### src/rtl/mult_hilo_sequencer_pkg.sv
`default_nettype none
// ============================================================================
// Module   : mult_hilo_sequencer_pkg
// Brief    : Shared encodings for the HI/LO multiply sequencer and pipeline.
// Revision : 1.0 - initial release
// ============================================================================
package mult_hilo_sequencer_pkg;

    typedef logic [1:0] state_t;

    localparam state_t IDLE  = 2'b00;
    localparam state_t RUN   = 2'b01;
    localparam state_t FIXUP = 2'b10;

    localparam logic [3:0] OP_MULT  = 4'b0110;
    localparam logic [3:0] OP_MULTU = 4'b0111;

    localparam logic [1:0] SEL_HI = 2'b01;
    localparam logic [1:0] SEL_LO = 2'b10;

    // Convenience decode for the EX stage: does this regsel read HI or LO?
    function automatic logic reads_hilo(input logic [1:0] regsel);
        return (regsel == SEL_HI) || (regsel == SEL_LO);
    endfunction

    function automatic logic is_mult_op(input logic [3:0] alu_op);
        return (alu_op == OP_MULT) || (alu_op == OP_MULTU);
    endfunction

endpackage
`default_nettype wire

### src/rtl/mult_shift_add_dp.sv
`default_nettype none
// ============================================================================
// Module   : mult_shift_add_dp
// Brief    : Shift-add datapath: magnitude load, multiplier shifter, accumulator.
// Revision : 1.0 - initial release
// ============================================================================
module mult_shift_add_dp #(
    parameter int WIDTH = 32
) (
    input  logic               clk,
    input  logic               rst,
    input  logic               load,
    input  logic               step,
    input  logic               signed_op,
    input  logic [WIDTH-1:0]   op_a,
    input  logic [WIDTH-1:0]   op_b,
    output logic [2*WIDTH-1:0] acc
);

    logic [WIDTH-1:0]   r_mcand;
    logic [WIDTH-1:0]   r_mplier;
    logic [2*WIDTH-1:0] r_acc;

    logic [WIDTH-1:0]   w_mag_a;
    logic [WIDTH-1:0]   w_mag_b;
    logic [WIDTH:0]     w_sum;
    logic [2*WIDTH-1:0] w_acc_next;

    // Magnitudes are unsigned, so |min_int| folds back to itself correctly.
    assign w_mag_a = (signed_op && op_a[WIDTH-1]) ? -op_a : op_a;
    assign w_mag_b = (signed_op && op_b[WIDTH-1]) ? -op_b : op_b;

    // The carry out of the upper half becomes the new MSB after the shift.
    assign w_sum      = {1'b0, r_acc[2*WIDTH-1:WIDTH]}
                      + (r_mplier[0] ? {1'b0, r_mcand} : {(WIDTH+1){1'b0}});
    assign w_acc_next = {w_sum, r_acc[WIDTH-1:1]};

    always_ff @(posedge clk) begin
        if (rst) begin
            r_mcand  <= '0;
            r_mplier <= '0;
            r_acc    <= '0;
        end else if (load) begin
            r_mcand  <= w_mag_a;
            r_mplier <= w_mag_b;
            r_acc    <= '0;
        end else if (step) begin
            r_mplier <= {1'b0, r_mplier[WIDTH-1:1]};
            r_acc    <= w_acc_next;
        end
    end

    assign acc = r_acc;

endmodule
`default_nettype wire

### src/rtl/mult_hilo_sequencer.sv
`default_nettype none
// ============================================================================
// Module   : mult_hilo_sequencer
// Brief    : Iterative MULT/MULTU controller owning the HI/LO register pair.
// Revision : 1.0 - initial release
// ============================================================================
module mult_hilo_sequencer
    import mult_hilo_sequencer_pkg::*;
#(
    parameter int WIDTH = 32,
    parameter int CNT_W = 5
) (
    input  logic             clk,
    input  logic             rst,
    input  logic             start,
    input  logic             signed_op,
    input  logic [WIDTH-1:0] op_a,
    input  logic [WIDTH-1:0] op_b,
    input  logic             rd_hilo,
    output logic             busy,
    output logic             stall_req,
    output logic             done,
    output logic [WIDTH-1:0] hi,
    output logic [WIDTH-1:0] lo
);

    state_t             r_state;
    state_t             w_state_nxt;
    logic [CNT_W-1:0]   r_cnt;
    logic               r_neg;
    logic               r_done;
    logic [WIDTH-1:0]   r_hi;
    logic [WIDTH-1:0]   r_lo;
    logic               w_load;
    logic               w_step;
    logic [2*WIDTH-1:0] w_acc;

    mult_shift_add_dp #(
        .WIDTH (WIDTH)
    ) u_dp (
        .clk       (clk),
        .rst       (rst),
        .load      (w_load),
        .step      (w_step),
        .signed_op (signed_op),
        .op_a      (op_a),
        .op_b      (op_b),
        .acc       (w_acc)
    );

    always_ff @(posedge clk) begin
        if (rst) begin
            r_state <= IDLE;
        end else begin
            r_state <= w_state_nxt;
        end
    end

    // A start seen while busy is simply not loaded; the stall keeps it in EX.
    always_comb begin
        w_state_nxt = r_state;
        w_load      = 1'b0;
        w_step      = 1'b0;
        case (r_state)
            IDLE: begin
                if (start) begin
                    w_load      = 1'b1;
                    w_state_nxt = RUN;
                end
            end
            RUN: begin
                w_step = 1'b1;
                if (r_cnt == '0) begin
                    w_state_nxt = FIXUP;
                end
            end
            FIXUP: begin
                w_state_nxt = IDLE;
            end
            default: begin
                w_state_nxt = IDLE;
            end
        endcase
    end

    always_ff @(posedge clk) begin
        if (rst) begin
            r_cnt  <= '0;
            r_neg  <= 1'b0;
            r_done <= 1'b0;
            r_hi   <= '0;
            r_lo   <= '0;
        end else begin
            r_done <= 1'b0;
            if (w_load) begin
                r_cnt <= CNT_W'(WIDTH - 1);
                r_neg <= signed_op & (op_a[WIDTH-1] ^ op_b[WIDTH-1]);
            end else if (w_step && (r_cnt != '0)) begin
                r_cnt <= r_cnt - 1'b1;
            end
            // HI/LO have exactly one write path besides reset.
            if (r_state == FIXUP) begin
                {r_hi, r_lo} <= r_neg ? -w_acc : w_acc;
                r_done       <= 1'b1;
            end
        end
    end

    assign busy      = (r_state != IDLE);
    assign stall_req = busy & (start | rd_hilo);
    assign done      = r_done;
    assign hi        = r_hi;
    assign lo        = r_lo;

endmodule
`default_nettype wire

### config.mk
export PLATFORM = sky130hd
export DESIGN_NAME = mult_hilo_sequencer
export DESIGN_NICKNAME = d
export VERILOG_FILES = /design/src/rtl/mult_hilo_sequencer_pkg.sv /design/src/rtl/mult_shift_add_dp.sv /design/src/rtl/mult_hilo_sequencer.sv
export SDC_FILE = /design/constraint.sdc
export NUM_CORES = 1
export LEC_CHECK = 0
export ABC_AREA = 0
export ABC_CLOCK_PERIOD_IN_PS = 4100
export CELL_PAD_IN_SITES_DETAIL_PLACEMENT = 0
export CELL_PAD_IN_SITES_GLOBAL_PLACEMENT = 1
export CORE_MARGIN = 2
export CORE_UTILIZATION = 26
export CTS_CLUSTER_SIZE = 12
export DETAILED_ROUTE_END_ITERATION = 16
export PLACE_DENSITY_LB_ADDON = 0.25
export SETUP_SLACK_MARGIN = 0.5
export SLEW_MARGIN = 25
export SYNTH_ARGS = -nofsm -noshare
export SYNTH_HDL_FRONTEND = slang
export SYNTH_SLANG_ARGS = --single-unit
### constraint.sdc
create_clock -name clk -period 4.1 [get_ports clk]
set_input_delay 1.025 -clock clk [delete_from_list [all_inputs] [get_ports clk]]
set_output_delay 1.025 -clock clk [all_outputs]
set_load 0.1 [all_outputs]
---- After elaboration in Yosys (flattened, before gate mapping) ----
Cells that the tools add are included.
W data, S select, Z words.
word-level totals
  word-level logic and storage cells ...... 48
  input port bits ......................... 69
  output and inout port bits .............. 67
  register bits ........................... 201
cells by class
  bitwise operators ....................... 4
  add/subtract/negate cells ............... 5
  multiplexer cells ....................... 15
  equality and inequality tests ........... 4
  reduce and logical (&&, ||, !) cells .... 11
operator list
  kind                   count
  $mux W32               5
  $mux W64               1
  $neg A32 Y32           2
  $neg A64 Y64           1
  $add A32 B33 Y33       1
  $mux W5                2
  $reduce_bool A2 Y1     3
  $logic_not A5 Y1       1
  $reduce_bool A5 Y1     1
  $sub A5 B1 Y5 const B  1
  $mux W1                4
  $mux W2                2
  $ne A2 B2 Y1 const B   2
  $pmux W2 S2            1
  $logic_and A1 B1 Y1    3
  $and A1 B1 Y1          2
  $eq A2 B1 Y1 const B   1
  $eq A2 B2 Y1 const B   1
  $logic_not A2 Y1       1
  $reduce_and A2 Y1      1
  $reduce_or A2 Y1       1
  $or A1 B1 Y1           1
  $xor A1 B1 Y1          1

---- Logic depth before layout (Yosys ltp) ----
  depth after elaboration ................. 5
  gate-level depth with buffers ........... 13
  gate-level depth less buffers ........... 12

---- By module ----
Synthesis repeated with hierarchy kept, for this count alone.
second synthesis, totals
  cell total of the unflattened synthesis .. 1420
  area total of the unflattened synthesis .. 11653.7 µm²
by module, submodules not included
  module               cells each  sequential area each (µm²)  instances  area each (µm²)
  mult_shift_add_dp    936         2562.5                      1          7669.9
  mult_hilo_sequencer  484         1461.4                      1          3983.8

---- Worst setup path before layout ----
Ideal clock, no wire load.
  kind .................................... input-to-reg
  from .................................... input port op_a[8]
  to ...................................... register u_dp.r_mcand[29]
  stages on the path ...................... 8
  slack ................................... 0.359 ns
  path buffers ............................ 0
  library setup time ...................... 0.086 ns
  arrival time ............................ 3.655 ns
  cell sequence ........................... or4_4 -> or3_4 -> or4_4 -> or4_4 -> or3_4 -> o31ai_4 -> xor2_1 -> a211oi_1
on the way
  word-level cells in the longest chain between the ends .. 2
ends and longest elaborated chain
  element               RTL line                   text
  start, declared       mult_hilo_sequencer.sv:17  input logic [WIDTH-1:0] op_a,
  $neg A32 Y32          mult_shift_add_dp.sv:30    assign w_mag_a = (signed_op && op_a[WIDTH-1]) ? -op_a : op_a;
  $mux W32              mult_shift_add_dp.sv:30
  end signal, assigned  mult_shift_add_dp.sv:44    r_mcand <= w_mag_a;
  end, declared         mult_shift_add_dp.sv:20    logic [WIDTH-1:0] r_mcand;
Every way passes these cells.
A chain may end at the register's enable or synchronous reset.

---- Final worst setup path ----
  from .................................... input port op_a[6]
  to ...................................... register u_dp.r_mcand[29]
Same word-level chain as after synthesis.

==> results.md <==
- Synth cell types: 57
- Logic pwr share: 14.4%
- Power Dens Cells: 361 mW/mm²
- Synth-to-layout area growth: 26.6%
- Sw Ratio: 27.4%
- Synth Area in Simple Gates: 25.1%
- Detailed placer's ending HPWL: 26500 µm
- Worst Tran Pin Value: 1.02 ns
- Placed Cells: 2184
- PortBufs: 135
- Gr usage total: 14.9%
- Top-count cell post-synth: nand2_1
- I/O pins: 136
- Async SR Flop Fraction: 0%
- DRC Markers: 0
- Setup WS pre-CTS: -0.112 ns
- Most used DFF post-synth: dfxtp_1
- Fin. Hold Viols: 0
- Chip width: 215 µm
- DIE AREA: 0.0461 mm²
- Worst setup margin: 0.592 ns
- Syn_area_per_cell: 7.69 µm²
- Slew Limit Headroom: 32.1%
- Wire per inst: 15.9 µm
- Max_cap viols: 0
- First-pass GRT wire length: 56600 µm
- Worst Hold Class: reg -> reg
- Arrival @ worst endpoint: 3.90 ns
- Post-Synth XOR/XNOR Area: 10.4%
- Final period utilization: 85.6%
- Setup Viol. Count Final: 0
- Largest net degree at the start of global routing: 84
- Crit path max fanout: 3
- Sequential area share after synthesis: 34.9%
- CTS buffer count: 27
- Inserted Diodes: 0
- Vias in the first global route: 10200
- Worst setup path class: in -> reg
- Post-layout min period: 3.51 ns
- Core Rows: 77
- Largest area contributor in the netlist: dfxtp_1
- Number of DRC markers in iteration 0: 643
- Vias: 10800
- Nets@finish: 1729
- Run status: complete, no violations
- Initial antenna violation count: 0
- EDFF count, synth: 0
- Die Span Y: 215 µm
- CTS tree: built
- Antenna-violating nets left: 0
- Main combinational cell family by area after synthesis: simple AND/OR/NAND/NOR gates
- Mapped Area: 0.0115 mm²
- Initial Util: 26.2%
- Final non-filler cell area: 0.0146 mm²
- Compound-Gate Fraction of Synth Area: 21.7%
- Clock Skews: 0.0130 ns
- FF+latch count, synth: 201
- Synth Area in Adders: 4.19%
- Fill count: 4710
- Core ar.: 0.0440 mm²
- Routability cong.: 0.861
- Maximum clock frequency: 285 MHz
- CTS Root Cell: clkbuf_16
- Global route total overflow: 0
- Sequential share of power: 40.1%
- Clk sinks: 201
- Max-slew violations: 0
- 1st-pass router iterations: 4
- Fin cells: 2233
- Multi-input logic area: 0.00715 mm²
- Sw Pwr: 1.44 mW
- Clock buffer depth: 3
- Vias per cell: 4.86
- Clock Latency Late Sink: 0.54 ns
- Share of cells above drive strength 1: 7.62%
- Synth area leaders: dfxtp_1 35%, nand2_1 8.1%, a21oi_1 6.5%
- RSZ-0062 raised after global routing: no
- Area of placed instances: 0.0137 mm²
- Post-synth top cells: 250 x nand2_1, 201 x dfxtp_1, 156 x nor2_1
- Post-Route Setup TNS: 0 ns
- Clock Power Share: 45.5%
- Critical Path End Type: flip-flop
- FF+latch area: 0.00403 mm²
- Worst vdd ir: 0.262 mV
- Critical Path RT: 4.49 ns
- Area share of the largest cell type after synthesis: 34.9%
- H-tree depth: 1
- Lkg Pwr: 5.45 nW
- Post-Syn Nets: 1608
- Synth Warn #: 0
- Critical Path Start Type: input pin
- Routed wire length: 35400 µm
- Pint: 3.82 mW
- Post-synthesis mux area share: 0.173%
- Gate Count Post-Synth: 1501
- Clock slew at reported path FFs: 0.06 ns
[layout by cell type (no fill, tap or decap), types with 6 or more instances in the layout]
cell / n
a2111oi_0: 10
a211oi_1: 65
a21o_1: 14
a21oi_1: 150
a311oi_1: 19
a31oi_1: 6
and2_1: 36
and3_1: 14
buf_4: 51
clkbuf_1: 7
clkbuf_16: 27
clkdlybuf4s50_1: 128
dfxtp_1: 199
ha_1: 37
inv_1: 17
nand2_1: 250
nand2b_1: 8
nand3_1: 22
nand4_1: 7
nor2_1: 156
nor2b_1: 6
nor3_1: 25
nor4_1: 11
o211ai_1: 7
o21ai_0: 63
o31ai_1: 26
o41ai_1: 14
or2_2: 10
or3_1: 17
or4_1: 25
xnor2_1: 56
xor2_1: 81
[logic make-up (layout without fill, tap and decap cells)]
group	after synthesis	count (layout)
compound gates	396	396
mux	2	2
fa+ha+maj	38	38
simple gates	618	618
xor+xnor	137	137
buf+inv	109	249
flops	201	201
[power by group through the flow]
stage	Combinational [mW]	Sequential (mW)	Clock (mW)
CTS	0.767	2.11	2.48
finish	0.760	2.11	2.40
global placement	0.764	2.15	0
global route	0.842	2.12	2.55
floorplan	0.459	2.18	0
detailed placement	0.767	2.15	0
[layer usage]
metal	share of wire, %	GRT usage, %	wire length [µm]	vias up
li1	-	-	-	5586
met1	50	21.0	17700	4987
met2	44	23.5	15400	222
met3	3.7	1.94	1320	51
met4	2.7	4.86	944	0
met5	0	0	0	-
[critical path, stage by stage]
cell and delay (ns):
dlygate4sd2_1 0.24, or4_4 0.53, or3_4 0.34, or4_4 0.42, or4_4 0.49, or3_4 0.38, o31ai_4 0.23, xor2_1 0.16
a211oi_1 0.08
[repair_timing]
action / in CTS / in global routing
resized for setup: 4 / 7
pin swaps: 7 / 2
buffers inserted: 1 / 0
setup endpoints to repair: 2 / 11
hold buffers: 0 / 0
[registers in the layout, indices dropped and copies added (netlist names)]
register       count
r_state            2
lo                32
done               1
u_dp.r_mcand      32
u_dp.acc          64
u_dp.r_mplier     32
hi                32
r_neg              1
r_cnt              5
[final cells by class]
type,instances,area share (%)
clock buffers,36,4.99
clock inverters,12,1.20
inverters,17,0.437
multi-input cells,1191,49.0
flip-flops and latches,201,27.6
well taps,592,5.07
repair buffers,184,11.8
[metrics by stage]
stage	power [mW]	util (%)	hold slack (ns)
floorplan	2.64	-	0.432
global placement	2.92	31.1	0.441
detailed placement	2.92	31.1	0.444
CTS	5.36	33.1	0.452
global route	5.52	33.2	0.468
finish	5.27	33.2	0.448
[final timing paths]
check	start	depth (start not counted)	end	slack, ns
max reg2reg	u_dp.acc[4]	9	hi[17]	0.71
min	lo[24]	2	lo[24]	0.45
min reg2reg	lo[24]	2	lo[24]	0.45
max	op_a[6]	9	u_dp.r_mcand[29]	0.59
No activity file was read; power rests on OpenSTA's default activity.
